--- src/rtl/serial_subtractor.sv ---
// serial_subtractor
// -----------------
// Bit-serial subtractor: D = A - B computed LSB first over WIDTH clock
// cycles with one full-subtractor cell and a borrow flip-flop.
//
// Optional feature macro: SERIAL_SUB_OVF_EN adds the signed overflow output
// `ovf` together with the captured operand MSBs it needs.
//
// Handshake: `start` is accepted on a rising edge while the block is IDLE or
// DONE; it is ignored during RUN. `done` is a one-cycle pulse that marks the
// cycle in which `d`, `bout` (and `ovf`) have just been updated. Those
// result outputs hold their value until the next operation completes.
//
// Ports:
//   clk        in   rising-edge clock
//   rst        in   synchronous active-high reset
//   start      in   request a subtraction
//   a          in   minuend   [WIDTH-1:0], captured on accepted start
//   b          in   subtrahend [WIDTH-1:0], captured on accepted start
//   busy       out  high while in RUN
//   done       out  high for the single cycle spent in DONE
//   d          out  (a - b) mod 2^WIDTH
//   bout       out  final borrow, 1 when a < b unsigned
//   state_dbg  out  current FSM state encoding (0 IDLE, 1 RUN, 2 DONE)
//   ovf        out  two's-complement overflow of a - b (SERIAL_SUB_OVF_EN only)
//
// All outputs come straight from registers; there is no combinational path
// from any input to any output.

module serial_subtractor #(
  parameter int WIDTH = 8
) (
  input  logic             clk,
  input  logic             rst,
  input  logic             start,
  input  logic [WIDTH-1:0] a,
  input  logic [WIDTH-1:0] b,
  output logic             busy,
  output logic             done,
  output logic [WIDTH-1:0] d,
  output logic             bout,
  output logic [1:0]       state_dbg
`ifdef SERIAL_SUB_OVF_EN
  ,
  output logic             ovf
`endif
);

  localparam int CNT_W = $clog2(WIDTH + 1);
  localparam logic [CNT_W-1:0] LAST_BIT = CNT_W'(WIDTH - 1);

  typedef enum logic [1:0] {
    S_IDLE = 2'd0,
    S_RUN  = 2'd1,
    S_DONE = 2'd2
  } state_t;

  state_t           state;
  state_t           state_nxt;
  logic             load;
  logic             step;
  logic             last;

  logic [WIDTH-1:0] a_sh;
  logic [WIDTH-1:0] b_sh;
  logic [WIDTH-1:0] res;
  logic [WIDTH-1:0] res_nxt;
  logic             br;
  logic             br_nxt;
  logic             diff;
  logic [CNT_W-1:0] cnt;

`ifdef SERIAL_SUB_OVF_EN
  logic             a_msb;
  logic             b_msb;
`endif

  // Next-state and control decode.
  always_comb begin
    state_nxt = state;
    load      = 1'b0;
    step      = 1'b0;
    case (state)
      S_IDLE: begin
        if (start) begin
          load      = 1'b1;
          state_nxt = S_RUN;
        end
      end
      S_RUN: begin
        step = 1'b1;
        if (cnt == LAST_BIT) state_nxt = S_DONE;
      end
      S_DONE: begin
        if (start) begin
          load      = 1'b1;
          state_nxt = S_RUN;
        end else begin
          state_nxt = S_IDLE;
        end
      end
      default: state_nxt = S_IDLE;
    endcase
  end

  // Full-subtractor cell on the current LSBs of the operand shifters.
  always_comb begin
    diff    = a_sh[0] ^ b_sh[0] ^ br;
    br_nxt  = (~a_sh[0] & b_sh[0]) | (~(a_sh[0] ^ b_sh[0]) & br);
    // diff enters the result from the MSB side; after WIDTH steps the first
    // computed bit has travelled down to bit 0. The extended shift keeps this
    // legal for WIDTH = 1.
    res_nxt = WIDTH'({diff, res} >> 1);
    last    = step && (cnt == LAST_BIT);
  end

  always_ff @(posedge clk) begin
    if (rst) begin
      state <= S_IDLE;
      a_sh  <= '0;
      b_sh  <= '0;
      res   <= '0;
      br    <= 1'b0;
      cnt   <= '0;
      d     <= '0;
      bout  <= 1'b0;
`ifdef SERIAL_SUB_OVF_EN
      a_msb <= 1'b0;
      b_msb <= 1'b0;
      ovf   <= 1'b0;
`endif
    end else begin
      state <= state_nxt;
      if (load) begin
        a_sh  <= a;
        b_sh  <= b;
        res   <= '0;
        br    <= 1'b0;
        cnt   <= '0;
`ifdef SERIAL_SUB_OVF_EN
        a_msb <= a[WIDTH-1];
        b_msb <= b[WIDTH-1];
`endif
      end else if (step) begin
        a_sh <= a_sh >> 1;
        b_sh <= b_sh >> 1;
        res  <= res_nxt;
        br   <= br_nxt;
        cnt  <= cnt + CNT_W'(1);
      end
      // Results are published only on the edge that finishes the last bit,
      // so they stay stable through RUN and between operations.
      if (last) begin
        d    <= res_nxt;
        bout <= br_nxt;
`ifdef SERIAL_SUB_OVF_EN
        // res_nxt[WIDTH-1] is the difference MSB computed on this edge.
        ovf  <= (a_msb != b_msb) && (res_nxt[WIDTH-1] != a_msb);
`endif
      end
    end
  end

  assign busy      = (state == S_RUN);
  assign done      = (state == S_DONE);
  assign state_dbg = state;

endmodule

--- config.mk ---
export PLATFORM = sky130hd
export DESIGN_NAME = serial_subtractor
export DESIGN_NICKNAME = d
export VERILOG_FILES = /design/src/rtl/serial_subtractor.sv
export SDC_FILE = /design/constraint.sdc
export NUM_CORES = 1
export LEC_CHECK = 0
export CAP_MARGIN = 20
export CORE_MARGIN = 2
export CORE_UTILIZATION = 50
export CTS_BUF_LIST = sky130_fd_sc_hd__clkbuf_4 sky130_fd_sc_hd__clkbuf_8 sky130_fd_sc_hd__clkbuf_16
export CTS_CLUSTER_DIAMETER = 150
export DETAILED_ROUTE_END_ITERATION = 7
export MAX_ROUTING_LAYER = met4
export PLACE_DENSITY_LB_ADDON = 0.2
export SLEW_MARGIN = 25
export SYNTH_ARGS = -nofsm -noshare
export SYNTH_HDL_FRONTEND = slang
export SYNTH_SLANG_ARGS = --single-unit
export TNS_END_PERCENT = 10
--- constraint.sdc ---
create_clock -name clk -period 1.9 [get_ports clk]
set_clock_uncertainty 0.2 [all_clocks]
set_input_delay 0.38 -clock clk [delete_from_list [all_inputs] [get_ports clk]]
set_output_delay 0.38 -clock clk [all_outputs]
set_load 0.03 [all_outputs]
==> Word-level counts from Yosys, hierarchy flattened <==
Index checks and enable logic that the tools add are counted.
Widths: inputs -> output; s select.
{ "classes": {"add_sub_neg": 1, "n_mux": 11, "bitwise": 7, "shift": 0, "magnitude_cmp": 0, "n_reduce_logical": 6, "mul": 0, "div_mod_pow": 0, "eq_ne": 5} }
{ "ops": {"columns": ["cell", "count"], "rows": [
  ["$mux 8", 4],
  ["$pmux 2 s3", 1],
  ["$add 4x1->4 const B", 1],
  ["$eq 4x3->1 const B", 1],
  ["$mux 1", 4],
  ["$mux 2", 2],
  ["$reduce_or 2->1", 2],
  ["$and 1x1->1", 2],
  ["$eq 2x1->1 const B", 1],
  ["$eq 2x2->1 const B", 1],
  ["$logic_not 2->1", 1],
  ["$ne 2x1->1 const B", 1],
  ["$ne 2x2->1 const B", 1],
  ["$not 1->1", 2],
  ["$reduce_and 2->1", 1],
  ["$reduce_bool 2->1", 1],
  ["$xor 1x1->1", 2],
  ["$logic_and 1x1->1", 1],
  ["$or 1x1->1", 1]
]} }
{ "word_totals": {"out_inout_bits": 13, "mem_count": 0, "in_bits": 19, "ramBits": 0, "word_cells": 38, "regBits": 40, "latch_bits": 0, "mem_bits_ro": 0} }

==> Longest topological paths before layout <==
{ "logic_depth": {"word_depth": 4, "ltp_mapped": 7, "depth_no_buf": 4} }

==> Worst setup path before layout <==
Ideal clock, no wire load.
{ "synth_timing": {"path_type": "register to output", "startpoint": "register state[0], in the netlist state_dbg[0]", "endpoint": "output busy", "path_slack_ns": 0.218, "stages_incl_launch_ff": 6, "arrival_time_ns": 1.102, "path_cell_list": "dfxtp_1 nand2b_1 buf_6 inv_4 buf_8 buf_6"} }
{ "synth_via": {"elab_chain_cells": 1} }
{ "synth_rtl": {"columns": ["element", "line_no", "source"], "rows": [
  ["start, declared", "58", "state_t state;"],
  ["start signal, assigned", "133", "state <= state_nxt;"],
  ["$eq 2x1->1", "164", "assign busy = (state == S_RUN);"],
  ["end, declared", "38", "output logic busy,"]
]} }
Every way passes these cells.

==> Worst setup path in the final report <==
{ "layout_timing": {"startpoint": "register state[1], in the netlist state_dbg[1]", "endpoint": "output busy"} }
The elaborated chain is that of the path after synthesis.

==> flow_metrics.tcl <==
set metrics [dict create \
    place_congestion 0.781 \
    final_period_minus_worst_setup_slack_ns 1.85 \
    dominant_cell_by_count_in_the_synthesized_netlist "sky130_fd_sc_hd__dfxtp_1" \
    max_slew_margin_pct 71.0 \
    detail_route.wirelength.met1_mm 1.52 \
    crit_start "state_dbg[1]" \
    power.combinational.fraction_pct 15.2 \
    postSynthCellCount 181 \
    synth_edf_count 0 \
    fin_util_pct 64.3 \
    path_cells "nand2b_1 -> inv_4 -> buf_4" \
    critical_path.max_stage_delay_ns 0.34 \
    synth_top_cells_by_area "sky130_fd_sc_hd__dfxtp_1, sky130_fd_sc_hd__nand2_1, sky130_fd_sc_hd__a21oi_1" \
    yosys-top-cells-count "sky130_fd_sc_hd__dfxtp_1, sky130_fd_sc_hd__nand2_1, sky130_fd_sc_hd__a21oi_1" \
    cap_violations 0 \
    ratio_of_cells_with_drive_above_1_in_the_final_layout_pct 13.6 \
    hold_path.class "reg2reg" \
    setup_repair_after_global_routing_missed_its_margin "yes" \
    internal-power_w 0.00110 \
    syn_avg_cell_area_um2 8.97 \
    clk_path_buf_depth 2 \
    post-cts-setup-buffer-count 0 \
    vias_per_cell 5.38 \
    die_h_um 61.0 \
    power.share.switching_pct 25.9 \
    worstSetupEndpointType "output pin" \
    grt.total_usage_pct 22.0 \
    die_width_um 61.0 \
    htree_levels 2 \
    final.setup.tns_ns 0 \
    finalInstanceArea_um2 1980 \
    min_from "res[1]" \
    setup_viol 0 \
    grt_pass1_vias 1312 \
    worst_r2r_startpoint "cnt[0]" \
    routed-wl-met3_um 221 \
    drt_pass1_iterations 4 \
    met2WireLength_mm 1.67 \
    grt_first_pass_wirelength_mm 5.78 \
    synthDistinctLibCells 33 \
    reg2reg_to "d[7]" \
    dr_total_vias 1382 \
    number_of_port_buffers 31 \
    cts.clk_slew.worst_paths_ns 0.10 \
    finalNetCount 235 \
    core.rowCount 20 \
    remaining_overflow_grt 0 \
    clock_power_share_pct 25.9 \
    detail_route.wirelength_mm 3.47 \
    ant_nets 0 \
    status "completed" \
    layout-area-overhead-vs-synth_pct 21.9 \
    initial_antenna_violation_count 0 \
    detail_route.wl_per_cell_um 13.5 \
    worst_path_dominant_cell_family "buffers and inverters" \
    worst-path-max-fanout 13 \
    syn_area_um2 1620 \
    power.share.sequential_pct 58.9 \
    critPathLaunchType "flop" \
    critPathKind "reg2out" \
    cts_root_buf "sky130_fd_sc_hd__clkbuf_4" \
    async_flop_share_pct 0 \
    pwr_density_cell_nw_per_um2 753 \
    tritoncts_clock_tree "done" \
    worst-r2r-cell-count 4 \
    cts_num_sinks 39 \
    critPathSlowestCell "sky130_fd_sc_hd__dfxtp_1" \
    drc 0 \
    total_leakage_power_nw 0.735 \
    report.power.total_w 0.00149 \
    netSwitchingPower_w 0.000386 \
    floorplan_core_area_um2 3080 \
    max_rail_drop_vdd_v 0.000504 \
    post-route-period-util_pct 97.2 \
    detailedPlacementHpwl_mm 2.48 \
    postSynthRegisterBits 39 \
    path_depth 3 \
    ant_diodes 0 \
    maxSlewViolCount 0 \
    max_slew.worst_pin.slew_ns 0.434 \
    setup.reg_to_reg.worst_slack_ns 0.29 \
    synth_sequential_area_ratio_pct 48.1 \
    boundaryPins 32 \
    worst-endpoint-arrival_ns 1.27 \
    cts_buffers 5 \
    count_of_buffering_cells_on_the_critical_path_with_inverters_included 2 \
    die_area_um2 3720 \
    worst-endpoint-required_ns 1.32 \
    grt_start_max_net_pins 22 \
    mappedNetlistNets 202 \
    initial_utilization_pct 52.8 \
    synthDominantAreaCellType "sky130_fd_sc_hd__dfxtp_1" \
    crit_path_end "busy" \
    timing_hold_violations_final 0 \
    synth_top_area_share_pct 48.1 \
    topRoutingLayerUsed "met4" \
    drt_iter0_drc 67 \
    clock_insertion_delay_worst_skew_ns 0.34 \
    number_of_warnings_printed_during_yosys_synthesis 0 \
    timing.fmax_ghz 0.541 \
    ys_dominant_reg_cell "sky130_fd_sc_hd__dfxtp_1" \
    dpl-instance-area_um2 1950 \
]
-- cell families after synthesis --
group                      Yosys count  synth area share, %
AOI/OAI and AO/OA                   51                 18.3
muxes                                2                 1.23
xor gates and xnor gates             2                 1.08
adders and majority gates            2                 2.00
DFF                                 39                 48.1
buffers and inverters               19                 8.17
and+or+nand+nor                     66                 21.2
-- state kept, by name (all words and copies together), names as in the netlist --
| name | flops |
|---|---|
| cnt | 4 |
| bout | 1 |
| d | 8 |
| a_sh | 8 |
| b_sh | 8 |
| br | 1 |
| res | 7 |
| state_dbg | 2 |
-- worst min path at each step --
stage | endpoint | slack [ns] | cells past startpoint
finish | d[0] | 0.27 | 2
global route | a_sh[3] | 0.30 | 2
CTS | d[0] | 0.27 | 2
detailed placement | d[0] | 0.26 | 2
global placement | d[0] | 0.25 | 2
floorplan | d[0] | 0.24 | 2
-- layout by cell type, fill, tap and decap left out, types with 2 or more instances in the layout --
cell type / instances
sky130_fd_sc_hd__dfxtp_1: 38
sky130_fd_sc_hd__nand2_1: 27
sky130_fd_sc_hd__a21oi_1: 18
sky130_fd_sc_hd__clkdlybuf4s50_1: 18
sky130_fd_sc_hd__nor3_1: 17
sky130_fd_sc_hd__o21ai_0: 14
sky130_fd_sc_hd__dlygate4sd2_1: 11
sky130_fd_sc_hd__buf_4: 11
sky130_fd_sc_hd__nand3_2: 7
sky130_fd_sc_hd__o22ai_1: 7
sky130_fd_sc_hd__a31oi_1: 6
sky130_fd_sc_hd__clkbuf_4: 6
sky130_fd_sc_hd__nor2_1: 4
sky130_fd_sc_hd__inv_1: 3
sky130_fd_sc_hd__nand3_1: 3
sky130_fd_sc_hd__and2b_1: 2
sky130_fd_sc_hd__nand2b_1: 2
sky130_fd_sc_hd__nand3b_1: 2
sky130_fd_sc_hd__a21oi_2: 2
sky130_fd_sc_hd__mux2i_1: 2
-- worst min-delay path, cell delays in order (launching register included) --
cell	delay, ns
sky130_fd_sc_hd__dfxtp_1	0.33
sky130_fd_sc_hd__nand3_2	0.05
sky130_fd_sc_hd__a21oi_1	0.05
-- power groups by stage --
stage	registers (W)	clock network, W	logic [W]
after CTS	0.000877	0.000397	0.000228
final	0.000877	0.000386	0.000227
after floorplan	0.000893	0	0.000161
after global routing	0.000882	0.000434	0.000250
after detailed placement	0.000896	0	0.000228
after global placement	0.000893	0	0.000219
-- timing repair --
item / in CTS / in global routing
hold buffers: 0 / 0
cloned: 0 / 0
setup endpoints to repair: 13 / 2
gates resized for setup: 13 / 1
-- per-layer routing --
layer,track usage [%],vias up
met5,-,-
li1,-,697
met3,6.18,7
met2,33.9,47
met1,27.0,631
met4,9.32,0
-- per-stage QoR --
| step | setup WS [ns] | hold WS (ns) | std cells |
|---|---|---|---|
| floorplan | 0.218 | 0.240 | 181 |
| global route | -0.00596 | 0.300 | 257 |
| global placement | 0.150 | 0.253 | 251 |
| CTS | 0.0332 | 0.271 | 257 |
| finish | 0.0529 | 0.268 | 257 |
| detailed placement | 0.0604 | 0.257 | 251 |
-- area by class of cell --
type,count,area [um2]
well taps,44,55.1
fillers,296,1100
repair buffers,41,369
flip-flops and latches,39,782
multi-input cells,123,711
inverters,4,17.5
clock buffers,6,45.0
(Power assumes the default switching activity.)
